<file path="src/rtl/instruction_fetch_unit_pkg.sv">
// Shared constants for the instruction fetch unit: data/address widths,
// sequential PC step and the reset fetch address.
package instruction_fetch_unit_pkg;
    localparam int IFU_DW       = 20;
    localparam int IFU_AW       = 20;
    localparam int PC_INC       = 4;
    localparam int IFU_RESET_PC = 0;
endpackage

</file>
<file path="src/rtl/instruction_fetch_unit_fetch_queue.sv">
// Prefetch FIFO of {pc, ins} entries with synchronous flush; the head entry
// is always driven on dout, and pops on an empty queue are ignored.
module fetch_queue
    import instruction_fetch_unit_pkg::*;
#(
    parameter int W     = IFU_AW + IFU_DW,
    parameter int DEPTH = 2
)(
    input  logic                         clk,
    input  logic                         rst_n,
    input  logic                         push,
    input  logic [W-1:0]                 din,
    input  logic                         pop,
    input  logic                         flush,
    output logic [$clog2(DEPTH+1)-1:0]   count,
    output logic [W-1:0]                 dout
);
    localparam int PW = $clog2(DEPTH);

    logic [DEPTH-1:0][W-1:0] mem;
    logic [PW-1:0]           wr_ptr;
    logic [PW-1:0]           rd_ptr;
    logic                    do_pop;

    assign do_pop = pop && (count != '0);
    assign dout   = mem[rd_ptr];

    always_ff @(posedge clk or negedge rst_n) begin
        if (!rst_n) begin
            mem    <= '0;
            wr_ptr <= '0;
            rd_ptr <= '0;
            count  <= '0;
        end else if (flush) begin
            wr_ptr <= '0;
            rd_ptr <= '0;
            count  <= '0;
        end else begin
            if (push) begin
                mem[wr_ptr] <= din;
                wr_ptr      <= wr_ptr + 1'b1;
            end
            if (do_pop)
                rd_ptr <= rd_ptr + 1'b1;
            unique case ({push, do_pop})
                2'b10:   count <= count + 1'b1;
                2'b01:   count <= count - 1'b1;
                default: count <= count;
            endcase
        end
    end
endmodule

</file>
<file path="src/rtl/instruction_fetch_unit.sv">
// Instruction fetch: owns the PC, issues 1-cycle-latency memory reads with
// queue-slot credits, buffers responses and redirects on taken branches.
module instruction_fetch_unit
    import instruction_fetch_unit_pkg::*;
#(
    parameter int            DW       = IFU_DW,
    parameter int            AW       = IFU_AW,
    parameter int            DEPTH    = 2,
    parameter logic [AW-1:0] RESET_PC = AW'(IFU_RESET_PC)
)(
    input  logic          clk,
    input  logic          rst_n,
    output logic          mem_rd_en,
    output logic [AW-1:0] mem_addr,
    input  logic [DW-1:0] mem_rdata,
    input  logic          branch,
    input  logic          zero,
    input  logic [AW-1:0] imm,
    input  logic [AW-1:0] br_pc,
    output logic          ins_valid,
    input  logic          ins_ready,
    output logic [DW-1:0] ins,
    output logic [AW-1:0] ins_pc
);
    localparam int CW = $clog2(DEPTH+1);

    logic          take;
    logic [AW-1:0] pc;
    logic [AW-1:0] req_pc;
    logic [AW-1:0] target;
    logic          inflight;
    logic [CW-1:0] count;
    logic [CW:0]   credits;
    logic          push;
    logic          pop;
    logic [AW+DW-1:0] head;

    assign take   = branch && zero;
    assign target = br_pc + AW'(PC_INC) + imm;

    // An outstanding read already owns a queue slot, so a push never overflows.
    assign credits   = {1'b0, count} + (CW+1)'(inflight);
    assign mem_rd_en = rst_n && !take && (credits < (CW+1)'(DEPTH));
    assign mem_addr  = pc;

    assign ins_valid = (count != '0);
    assign push      = inflight && !take;
    assign pop       = ins_valid && ins_ready && !take;
    assign ins_pc    = head[AW+DW-1:DW];
    assign ins       = head[DW-1:0];

    always_ff @(posedge clk or negedge rst_n) begin
        if (!rst_n) begin
            pc       <= RESET_PC;
            req_pc   <= '0;
            inflight <= 1'b0;
        end else if (take) begin
            pc       <= {target[AW-1:2], 2'b00};
            inflight <= 1'b0;
        end else if (mem_rd_en) begin
            pc       <= pc + AW'(PC_INC);
            req_pc   <= pc;
            inflight <= 1'b1;
        end else begin
            inflight <= 1'b0;
        end
    end

    fetch_queue #(
        .W     (AW + DW),
        .DEPTH (DEPTH)
    ) u_queue (
        .clk   (clk),
        .rst_n (rst_n),
        .push  (push),
        .din   ({req_pc, mem_rdata}),
        .pop   (pop),
        .flush (take),
        .count (count),
        .dout  (head)
    );
endmodule

</file>
<file path="config.mk">
export PLATFORM = sky130hd
export DESIGN_NAME = instruction_fetch_unit
export DESIGN_NICKNAME = d
export VERILOG_FILES = /design/src/rtl/instruction_fetch_unit_pkg.sv /design/src/rtl/instruction_fetch_unit_fetch_queue.sv /design/src/rtl/instruction_fetch_unit.sv
export SDC_FILE = /design/constraint.sdc
export NUM_CORES = 1
export LEC_CHECK = 0
export BUFFER_PORTS_ARGS = -buffer_cell sky130_fd_sc_hd__clkbuf_2
export CAP_MARGIN = 30
export CORE_ASPECT_RATIO = 1.1
export CORE_UTILIZATION = 55
export DETAILED_ROUTE_END_ITERATION = 12
export PLACE_DENSITY = 0.79
export SYNTH_ARGS = -nofsm -noshare
export SYNTH_HDL_FRONTEND = slang
export SYNTH_HIERARCHICAL = 1
export SYNTH_SLANG_ARGS = --single-unit
</file>
<file path="constraint.sdc">
create_clock -name clk -period 1.96 [get_ports clk]
set_clock_uncertainty 0.1 [all_clocks]
set_input_delay 0.196 -clock clk [delete_from_list [all_inputs] [get_ports clk]]
set_output_delay 0.196 -clock clk [all_outputs]
set_load 0.005 [all_outputs]
</file>
Yosys cells after proc, flatten, opt, wreduce, memory -nomap -nowiden --
Index checks and enable logic that the tools add are counted.
Storage, ports and cells: register bits 125, latch bits 0, memory bits (writable) 0, bits in read-only memories 0, input bits 65, output and inout port bits 62, logic and storage cells 54, memories 0
Cells by class: add/subtract/negate cells 8, $mul 0, divide/modulo/power cells 0, $lt $le $gt $ge 4, equality and inequality tests 2, shifts and indexed selects 0, multiplexer cells 15, bitwise logic cells 1, reductions and logical operators 16
Operators with widths (count):
- $mux W40 | 3
- $bwmux W80 | 1
- $add A20 B3 Y20 const B | 2
- $demux W40 S1 | 1
- $mux W20 | 2
- $add A20 B20 Y20 | 1
- $logic_and A1 B1 Y1 | 8
- $reduce_bool A2 Y1 | 4
- $mux W1 | 6
- $lt A1 B2 Y1 const B | 2
- $pmux W2 S2 | 1
- $reduce_and A2 Y1 | 2
- $add A2 B1 Y3 | 1
- $lt A3 B2 Y1 const B | 1
- $reduce_bool A3 Y1 | 1
- $add A1 B1 Y1 const B | 2
- $add A2 B1 Y2 const B | 1
- $eq A2 B1 Y1 const B | 1
- $eq A2 B2 Y1 const B | 1
- $mux W2 | 1
- $sub A2 B1 Y2 const B | 1
- $ge A1 B1 Y1 const B | 1
- $logic_not A1 Y1 | 1
- $not A1 Y1 | 1

Logic depth before layout (Yosys ltp) --
word-level depth 7, gate-level depth with buffers 10, gate-level depth less buffers 10

Hierarchy --
Netlist, hierarchy kept.
Modules (own cells, without submodules):
- fetch_queue | instances 1, cells each 235, area each 3661.0 µm², sequential area each 2102.0 µm²
- instruction_fetch_unit | instances 1, cells each 348, area each 2986.6 µm², sequential area each 925.9 µm²

Worst setup path after synthesis --
Ideal clock, no wire load.
kind input -> register, start point in imm[2], end point reg pc[15] (netlist: mem_addr[15]), setup time 0.069 ns, data arrival time 2.085 ns, data required time 1.791 ns, slack -0.294 ns, stages on the path 9, buffers on the path 0, cell sequence inv_1 > ha_1 > fa_1 > nor2b_1 > o311ai_2 > a21boi_4 > a21boi_2 > or4b_1 > nand3_1
Between the ends: cells in the longest elaborated chain, start to end 2
RTL lines:
- start: declaration | RTL line instruction_fetch_unit.sv:18 | input logic [AW-1:0] imm,
- $add A20 B20 Y20 | RTL line instruction_fetch_unit.sv:39 | assign target = br_pc + AW'(PC_INC) + imm;
- $mux W20 | RTL line instruction_fetch_unit.sv:57 | end else if (take) begin
- end signal: assignment | RTL line instruction_fetch_unit.sv:58 | pc <= {target[AW-1:2], 2'b00};
- end signal: assignment | RTL line instruction_fetch_unit.sv:61 | pc <= pc + AW'(PC_INC);
- end: declaration | RTL line instruction_fetch_unit.sv:28 | logic [AW-1:0] pc;
No other way between the ends. A chain may end at the register's enable or synchronous reset.

Worst setup path in the final report --
start point in br_pc[1], end point reg pc[15] (netlist: mem_addr[15])
Between the ends: cells in the longest elaborated chain, start to end 3
RTL lines:
- start: declaration | RTL line instruction_fetch_unit.sv:19 | input logic [AW-1:0] br_pc,
- $add A20 B3 Y20 | RTL line instruction_fetch_unit.sv:39
- $add A20 B20 Y20 | RTL line instruction_fetch_unit.sv:39
- $mux W20 | RTL line instruction_fetch_unit.sv:57
No other way between the ends.

==> run metrics <==
status finished, violations left; failing checks setup timing; Slew HR 0.585; dpl cell area 7910 um^2; main flop type after synthesis dfrtp_1; Adder-Cell Fraction of Synth Area 0.0708; global placement routability congestion 0.821; Min Hold Slack 0.212 ns; number of global-route vias before repair 5447; largest family of logic cells by synthesized area multiplexers; Pleak 4.20 nW; CTS Root Buffer Type clkbuf_16; via count 5195; largest net degree at the start of global routing 122; DRT Wirelength 15.3 mm; Syn Inst Count 583; Sink Count 121; total track usage 0.255; DIE AREA 12500 um^2; wire per inst 16.3 um; Yosys warnings 6; Worst R2R Path Depth 6; post-synthesis async set-or-reset flop share 1.00; Starting Density 0.571; Setup TNS Final -0.00700 ns; syn avg cell area 11.4 um^2; DR pass1 iterations 5; CORE AREA 11600 um^2; PnR worst setup slack -0.00700 ns; Seq cells post-synth 121; I/O pins 127; Worst VDD drop 0.000757 V; site row count 41; layout cells sized above 1 0.466; vias per inst 5.52; Hold Vio Cnt, Final 0; CTS tree done; CP max-delay cell or4b_1; global-route wire length before repair 25.4 mm; DR DRC count 0; Buffers on Ports 124; crit-path cells clkbuf_2 -> ha_4 -> nand3_4 -> fa_2 -> nor2b_4 -> o311ai_4 -> a21boi_4 -> a21boi_2 -> or4b_1 -> nand3_1; Final setup viols 1; post-synth cell types 64; crit start category input port; worst skew pair latency 0.40 ns; R2R setup slack 0.10 ns; crit path DAT 2.21 ns; hold-critical path endpoint mem_addr[19]; Crit path largest cell delay 0.53 ns; synthesized area 6650 um^2; Worst setup EP type register; fin nets 880; Cell Pwr Density 1340 nW/um^2; number of max-cap violations 0; CTS buffer count 17; Worst Path Max Fanout 3; Final Cell Area 8820 um^2; Post-synth EDFFs 0; clk slew on worst S/H paths 0.06 ns; grt ovf 0; Pins Over Slew Limit 0; Tmin final 1.97 ns; Final ANT Viol Nets 0; hpwl dp 10.4 mm; Hold WC Path Type input port to register; Area growth, synth to finish 32.7%; crit share post-route 1.00; starting DRC count in detailed routing 273; Critical Path RT 2.20 ns; worst hold stages 5; XOR/XNOR Fraction of Synth Area 0.0356; Synth Area in Simple Gates 0.108; diode count 0; initial antenna violation count 0; maximum clock path buffer count 2; die height 117 um; Die X-Extent 107 um; sequential area share after synthesis 0.455; reg-to-reg critical path endpoint mem_addr[19]; worst r2r src u_queue/count[1]; Slew @ Worst Pin 0.622 ns; proportion of synthesized area in mux cells 0.211; unrepaired setup endpoints after global routing true; post-synthesis compound-gate area fraction 0.0864; Pwr Total 11.8 mW; H-tree depth 4; Hold Startpoint br_pc[19]; Crit Path Category input port to register; Max Fclk 0.508 GHz
==> flip-flops by register name (all words and copies together), names as in the netlist <==
name            count
u_queue/mem        80
mem_addr           18
req_pc             18
u_queue/count       2
inflight            1
u_queue/rd_ptr      1
u_queue/wr_ptr      1
==> worst max-delay path, delay by kind of cell <==
family	cells	cell delay, ns
compound gates	3	0.40
fa+ha+maj	2	0.67
buf+inv	1	0.10
simple gates	4	0.85
==> per-layer routing <==
metal | vias up | global-route usage | share of wire
met4 | 0 | 0.0976 | 0.022
met1 | 2526 | 0.288 | 0.41
met3 | 34 | 0.0584 | 0.045
li1 | 2476 | - | -
met2 | 159 | 0.460 | 0.53
met5 | - | 0 | 0
==> per-stage QoR <==
step / setup slack [ns] / util / std cells
global route: -0.0646 / 0.757 / 941
CTS: 0.0104 / 0.752 / 938
floorplan: -0.165 / - / 588
finish: -0.00700 / 0.757 / 941
detailed placement: -0.407 / 0.679 / 885
global placement: -0.352 / 0.679 / 885
==> how the worst max path moves through the flow <==
stage          cells past startpoint              from            to  slack, ns
2_1_floorplan                      9          br_pc[1]  mem_addr[15]      -0.16
4_1_cts                            5  u_queue/count[1]     mem_rd_en       0.01
3_3_place_gp                      10          br_pc[1]  mem_addr[15]      -0.35
3_5_place_dp                      10            imm[1]  mem_addr[15]      -0.41
6_report                          10          br_pc[1]  mem_addr[15]     -0.007
5_1_grt                           10          br_pc[1]  mem_addr[15]      -0.06
==> Yosys cell counts, drive strengths merged (3+ instances only) <==
master    n  area share
a21boi    3      0.0056
or2       3      0.0028
a41o      3      0.0045
a31oi     3      0.0028
inv      15      0.0085
o211ai    4      0.0053
a21oi    19       0.017
xnor2    13       0.017
mux2    120        0.20
nand2    80       0.045
nand4     5      0.0047
a21o      3      0.0034
dfrtp   121        0.46
nand3    20       0.016
clkbuf    6      0.0034
o21ai    16       0.013
and2      4      0.0040
nand2b    5      0.0047
a311oi    4      0.0062
and3      3      0.0028
nor2     18       0.011
ha       36       0.068
nor3      5      0.0045
a211oi    6      0.0075
mux2i     5      0.0075
xor2     14       0.018
buf      19       0.020
nor2b     4      0.0038
==> layout make-up <==
class	instances	area [um^2]
Clock buffer	24	492
Clock inverter	8	140
Fill cell	770	2830
Inverter	16	65.1
Multi-Input combinational cell	426	3640
Sequential cell	121	3030
Tap cell	150	188
Timing Repair Buffer	196	1260
==> timing repair <==
| item | 4_1_cts | 5_1_grt |
|---|---|---|
| buffers inserted | 0 | 3 |
| gates resized for setup | 2 | 12 |
| endpoints found under the hold margin | 161 | 0 |
| hold buffers | 21 | 0 |
| pin swaps | 0 | 8 |
| endpoints found under the setup margin | 1 | 12 |
| gates cloned | 0 | 0 |
==> where the power goes <==
group          switching [mW]  total [mW]  leakage [nW]  internal, mW
Sequential              0.769        4.40          1.46          3.63
Clock                    1.04        3.29         0.314          2.25
Combinational            1.78        4.08          2.43          2.31
Total                    3.58        11.8          4.20          8.19
==> cell families (layout without fill, tap and decap cells) <==
| logic type | after synthesis | in the layout |
|---|---|---|
| AND/OR/NAND/NOR | 154 | 154 |
| multiplexers | 125 | 125 |
| flip-flops | 121 | 121 |
| AO/OA/AOI/OAI | 77 | 77 |
| buffers and inverters | 41 | 244 |
| adder cells (fa/ha/maj) | 37 | 37 |
| XOR/XNOR | 27 | 27 |
| other | 1 | 6 |
==> layout by cell type, fill, tap and decap left out, drive strengths merged, types with 13 or more instances in the layout <==
cell type,n
o21ai,16
a21oi,19
buf,53
xnor2,13
dfrtp,121
nand3,20
dlygate4sd3,21
xor2,14
nor2,18
mux2,120
ha,36
clkbuf,146
nand2,80
inv,15
Power figures use the tool's default switching activity.
